`src/rtl/c5x7_pkg.sv`:
```
// Shared constants and state type for the c5x7 convolver front-end sequencer.
package c5x7_pkg;
  localparam int NTAPS    = 35;
  localparam int SW       = 40;
  localparam int WW       = 33;
  localparam int AW       = 6;
  localparam int WQ_DEPTH = 4;
  localparam int CNTW     = 16;
  localparam int IDXW     = 6;
  localparam int QCW      = $clog2(WQ_DEPTH) + 1;

  localparam logic [AW-1:0] LAST_ADDR = AW'(NTAPS - 1);

  typedef enum logic [1:0] {FILL, DRAIN, PUSH} state_t;
endpackage

```
`src/rtl/c5x7_wq.sv`:
```
// Synchronous FIFO holding pending coefficient writes {addr, data}.
module c5x7_wq #(
  parameter int DEPTH = 4,
  parameter int W     = 39
) (
  input  logic                     clk,
  input  logic                     reset,
  input  logic                     push,
  input  logic                     pop,
  input  logic [W-1:0]             din,
  output logic [W-1:0]             dout,
  output logic                     full,
  output logic                     empty,
  output logic [$clog2(DEPTH):0]   count
);
  localparam int PW = $clog2(DEPTH);
  localparam logic [PW:0] FULL_CNT = (PW+1)'(DEPTH);

  logic [W-1:0]  mem [DEPTH];
  logic [PW-1:0] rd_ptr;
  logic [PW-1:0] wr_ptr;

  always_ff @(posedge clk) begin
    if (reset) begin
      rd_ptr <= '0;
      wr_ptr <= '0;
      count  <= '0;
    end else begin
      if (push) wr_ptr <= wr_ptr + 1'b1;
      if (pop)  rd_ptr <= rd_ptr + 1'b1;
      if (push && !pop)      count <= count + 1'b1;
      else if (pop && !push) count <= count - 1'b1;
    end
  end

  // Storage carries data only, so it is left out of reset.
  always_ff @(posedge clk) begin
    if (push) mem[wr_ptr] <= din;
  end

  assign dout  = mem[rd_ptr];
  assign full  = (count == FULL_CNT);
  assign empty = (count == '0);
endmodule

```
`src/rtl/c5x7_seq.sv`:
```
// Window assembler and fenced coefficient-write sequencer feeding the c5x7 convolver.
module c5x7_seq
  import c5x7_pkg::*;
(
  input  logic                   clk,
  input  logic                   reset,
  input  logic                   wv,
  input  logic [AW-1:0]          wa,
  input  logic [WW-1:0]          wd,
  output logic                   wrdy,
  input  logic                   sv,
  input  logic signed [SW-1:0]   sd,
  output logic                   srdy,
  output logic [AW-1:0]          ca,
  output logic [WW-1:0]          cd,
  output logic                   cw,
  output logic                   push_samp,
  output logic [NTAPS*SW-1:0]    samp,
  input  logic                   pushout,
  output logic [CNTW-1:0]        win_cnt,
  output logic [CNTW-1:0]        res_cnt,
  output logic                   err_addr
);
  state_t            state, state_nx;
  logic [IDXW-1:0]   idx;
  logic [QCW-1:0]    fence, fence_nx;
  logic [QCW-1:0]    q_cnt, q_after;
  logic              q_full, q_empty, q_push, q_pop;
  logic [AW+WW-1:0]  q_dout;
  logic              w_acc, w_ok, s_acc, last_samp;
  logic              issue_en, issue;
  logic [AW-1:0]     iss_a;
  logic [WW-1:0]     iss_d;

  c5x7_wq #(
    .DEPTH (WQ_DEPTH),
    .W     (AW + WW)
  ) u_wq (
    .clk   (clk),
    .reset (reset),
    .push  (q_push),
    .pop   (q_pop),
    .din   ({wa, wd}),
    .dout  (q_dout),
    .full  (q_full),
    .empty (q_empty),
    .count (q_cnt)
  );

  assign wrdy      = !q_full;
  assign srdy      = (state == FILL);
  assign w_acc     = wv && wrdy;
  assign w_ok      = w_acc && (wa <= LAST_ADDR);
  assign s_acc     = sv && srdy;
  assign last_samp = s_acc && (idx == IDXW'(NTAPS - 1));

  // An issue lands on cw one cycle later, so nothing may issue in the cycle
  // before PUSH; that is the zero-fence DRAIN cycle or the forced DRAIN below.
  always_comb begin
    issue_en = 1'b0;
    state_nx = state;
    fence_nx = fence;
    case (state)
      FILL:    issue_en = 1'b1;
      DRAIN:   issue_en = (fence != '0);
      PUSH:    issue_en = 1'b1;
      default: issue_en = 1'b0;
    endcase

    // An empty queue lets an incoming legal write go straight out.
    issue   = issue_en && (!q_empty || w_ok);
    q_pop   = issue && !q_empty;
    q_push  = w_ok && !(issue && q_empty);
    {iss_a, iss_d} = q_empty ? {wa, wd} : q_dout;
    q_after = q_cnt + QCW'(q_push) - QCW'(q_pop);

    case (state)
      FILL: begin
        if (last_samp) begin
          fence_nx = q_after;
          state_nx = (q_after != '0 || issue) ? DRAIN : PUSH;
        end
      end
      DRAIN: begin
        if (fence == '0)  state_nx = PUSH;
        else if (issue)   fence_nx = fence - 1'b1;
      end
      PUSH:    state_nx = FILL;
      default: state_nx = FILL;
    endcase
  end

  // Control and write-port registers
  always_ff @(posedge clk) begin
    if (reset) begin
      state     <= FILL;
      fence     <= '0;
      idx       <= '0;
      cw        <= 1'b0;
      ca        <= '0;
      cd        <= '0;
      push_samp <= 1'b0;
      win_cnt   <= '0;
      res_cnt   <= '0;
      err_addr  <= 1'b0;
    end else begin
      state     <= state_nx;
      fence     <= fence_nx;
      cw        <= issue;
      push_samp <= (state_nx == PUSH);
      if (issue) begin
        ca <= iss_a;
        cd <= iss_d;
      end
      if (last_samp)  idx <= '0;
      else if (s_acc) idx <= idx + 1'b1;
      if (state_nx == PUSH) win_cnt <= win_cnt + 1'b1;
      if (pushout)          res_cnt <= res_cnt + 1'b1;
      if (w_acc && !w_ok)   err_addr <= 1'b1;
    end
  end

  // Window register file: slots are overwritten in place as samples arrive
  always_ff @(posedge clk) begin
    if (reset) begin
      samp <= '0;
    end else begin
      for (int i = 0; i < NTAPS; i++) begin
        if (s_acc && idx == IDXW'(i)) samp[i*SW +: SW] <= sd;
      end
    end
  end
endmodule

```
`config.mk`:
```
export PLATFORM = sky130hd
export DESIGN_NAME = c5x7_seq
export DESIGN_NICKNAME = d
export VERILOG_FILES = /design/src/rtl/c5x7_pkg.sv /design/src/rtl/c5x7_wq.sv /design/src/rtl/c5x7_seq.sv
export SDC_FILE = /design/constraint.sdc
export NUM_CORES = 2
export LEC_CHECK = 0
export ABC_CLOCK_PERIOD_IN_PS = 4900
export BUFFER_PORTS_ARGS = -buffer_cell sky130_fd_sc_hd__buf_2
export CAP_MARGIN = 0
export CORE_AREA = 2 2 607 609
export DETAILED_ROUTE_END_ITERATION = 10
export DIE_AREA = 0 0 609 611
export PLACE_DENSITY = 0.44
export SYNTH_ARGS = -nofsm -noshare
export SYNTH_HDL_FRONTEND = slang
export SYNTH_HIERARCHICAL = 1
export SYNTH_SLANG_ARGS = --single-unit
```
`constraint.sdc`:
```
create_clock -name clk -period 4.9 [get_ports clk]
set_input_delay 0.49 -clock clk [delete_from_list [all_inputs] [get_ports clk]]
set_output_delay 0.49 -clock clk [all_outputs]
set_load 0.02 [all_outputs]
```
==> results.md <==
* Placed Area at 71600 sq um
* Reg clk slew, reported paths at around 60 ps
* GRT Util Overall at approximately 17%
* Most frequent CP cell: ha_1
* Netlist Area Pre-Place at roughly 60000 sq um
* Worst slew pin tran at roughly 1200 ps
* Number of setup buffers added after CTS at 0
* Area of the multi-input gates at 21600 sq um
* Crit path capture type: flop
* Final wirelength at 326 mm
* Via density at slightly above 4
* Net count, final at about 8400
* Sequential fraction of the synthesis area at between 50% and 60%
* Top_reg_cell synth: dfxtp_1
* I/O Pins at 1560
* DIE AREA at about 370000 sq um
* Clk sinks at 1650
* I/O Buffers at 1559
* Status: finished, final reports clean
* DIE WIDTH at 609 microns
* Number of flops mapped to enable cells by yosys at about 160
* Fraction of layout cells with a size suffix above 1 at about a quarter
* Slowest stage delay, CP at 450 ps
* Cell Pwr Density at about 410 nW/um^2
* H-tree depth at 4
* Area share of the largest cell type after synthesis at between 50% and 60%
* Detail Placement HPWL at 221 mm
* Initial core utilization at 16.2%
* Worst-path maximum fanout at 18
* Crit start category: flop
* Highest Signal Layer: met5
* Syn nets at 7125
* Fin area at between 70000 and 80000 sq um
* 1st-iter DRT viols at a little under 5000
* Mapped Cells at 7024
* Synth cell types at 59
* # setup viols final at 0
* RSZ-0062 raised after global routing: no
* Row cnt at 222
* Area leader, netlist: dfxtp_1
* Layout Skew at 73.1 ps
* Total negative slack at 0 ps
* Register area at ~35000 sq um
* WL/cell at 24.5 microns
* Minimum clock period at 3850 ps
* Final worst-path cycle share at about 78%
* # fillers at 40800
* Vias in the first global route at around 50000
* Total of max-cap violations at 0
* Reg2reg start: fence[0]
* DR WL met2 at ~160 mm
* First-pass GRT wire length at 433 mm
* DRC at 0
* Routed wl met3 at around 24 mm
* Fin. max-slew vios at 0
* Initial antenna violation count at between 40 and 50
* Cells along the critical path: inv_1, ha_1, nor2b_1, o21a_1, nor2_1, ha_1, inv_1, ha_1, fa_1, xor3_1, and2_1, o211ai_4, a2111oi_2, mux2_1
* Core area at 365000 sq um
* Synthesized area per cell at 8.43 sq um
* Hold crit path type: in -> reg
* Worst skew pair latency at between 800 and 900 ps
* Layout area overhead at 32.8%
* Clk Tree Root Cell: clkbuf_16
* Leak at a little over 30 nW
* Fmax at 260 MHz
* Synth warn at 6
* CTS tree: built
* Routability cong. at 0.777
* Critical Path AT at 4560 ps
* Max IR drop VDD at 0.000289 V
* Clk buf depth at 4
* First-pass DRT Iterations at 6
* Via Count at between 50000 and 60000
* Max stage delay cell, worst path: a2111oi_2
* Synth top area cells: dfxtp_1 51%, nand2_1 18%, a21oi_1 12%
* DRT met1 WL at 137 mm
* Largest net degree at the start of global routing at 171
* Final antenna-violating net count at 0
* Max-slew headroom at 20.9%
* Min-delay src: sd[26]
* GRT overflow at 0
* CTS Buf Count at 198
* Final Hold Viols at 0
* Commonest non-fill, non-tap cells in the layout: 2824 x nand2_1, 1518 x buf_2, 1492 x dfxtp_1, 1414 x a21oi_1, 200 x clkbuf_16
* Commonest non-fill, non-tap cell in the layout: nand2_1
* Async SR Flop Fraction at 0%
* Die height at 611 microns
* FF+latch count, synth at 1650
* CP startpoint: fence[0]
* CP Class: reg -> reg
* Critical Path RT at about 5600 ps
-- layer usage --
metal	global-route usage, %	vias to the layer above
met5	0	-
met4	5.13	6
met3	3.64	463
met2	27.7	2227
met1	21.1	26800
li1	-	25300
-- what timing repair did --
item                                    in CTS  in global routing
hold buffers                                50                  0
endpoints found under the setup margin       0                  0
hold endpoints to repair                   219                  0
resized for setup                            0                  0
-- critical path, delay by kind of cell (launching register included) --
| family | cells | cell delay (ps) |
|---|---|---|
| buffers and inverters | 2 | 140 |
| XOR/XNOR | 1 | 250 |
| multiplexers | 1 | 360 |
| AND/OR/NAND/NOR | 3 | 630 |
| flip-flops | 1 | 290 |
| AO/OA/AOI/OAI | 3 | 1050 |
| adder cells (fa/ha/maj) | 4 | 1000 |
-- layout make-up --
| class | instances | area share, % |
|---|---|---|
| Sequential cell | 1650 | 44.0 |
| Timing Repair Buffer | 1773 | 12.4 |
| Inverter | 23 | 0.110 |
| Antenna cell | 16 | 0.0509 |
| Multi-Input combinational cell | 4679 | 27.5 |
| Clock buffer | 301 | 7.40 |
| Tap cell | 4816 | 7.67 |
| Clock inverter | 53 | 0.825 |
-- per-stage QoR --
step	hold WS (ps)	total power [W]	setup slack [ps]	cells	util, %
final	92.7	0.0321	1050	13300	21.5
after global routing	38.9	0.0332	749	13300	21.5
after CTS	4.74	0.0325	1060	13300	21.5
after detailed placement	443	0.0176	1050	12900	19.6
after global placement	438	0.0176	1130	12900	19.6
after floorplan	480	0.0162	1350	7024	-
-- synthesized netlist by cell type (11+ instances only) --
| master | instances |
|---|---|
| nand2_1 | 2850 |
| dfxtp_1 | 1494 |
| a21oi_1 | 1414 |
| clkbuf_1 | 454 |
| edfxtp_1 | 156 |
| buf_2 | 139 |
| nor2_1 | 92 |
| a211oi_1 | 48 |
| mux2i_1 | 42 |
| mux4_2 | 39 |
| buf_4 | 38 |
| buf_6 | 33 |
| and2_1 | 27 |
| inv_1 | 23 |
| ha_1 | 15 |
| nor2b_1 | 13 |
| xor2_1 | 13 |
| nand3_1 | 12 |
| nor3_1 | 11 |
-- registers in the layout (all words and copies together) (netlist names), 3 cells and up, named ones only --
register / count
win_cnt: 16
cd: 33
res_cnt: 16
fence: 3
idx: 6
u_wq/count: 3
ca: 6
u_wq/mem: 156
samp: 1400
-- cell families (layout without fill, tap and decap cells) --
logic type               count (synthesis)  after routing  synth area share [%]
other                                    0             16                     0
multiplexers                            94             94                  2.44
AND/OR/NAND/NOR                       3060           3060                  20.1
flip-flops                            1650           1650                  58.4
adder cells (fa/ha/maj)                 17             17                 0.385
XOR/XNOR                                24             24                 0.381
AO/OA/AOI/OAI                         1484           1484                  12.9
buffers and inverters                  695           2150                  5.36
-- final timing paths --
path	endpoint	slack, ps	cells after the start
max reg2reg	win_cnt[14]	1050	14
max	win_cnt[14]	1050	14
min	samp[1346]	90	3
min reg2reg	samp[427]	450	2
-- where the power goes --
part	leakage [nW]	internal, W	switching (W)	total [W]
clock	3.15	0.00857	0.00622	0.0148
sequential	13.5	0.0139	0.000211	0.0141
combinational	13.8	0.000939	0.00219	0.00313
(Power assumes the default switching activity.)
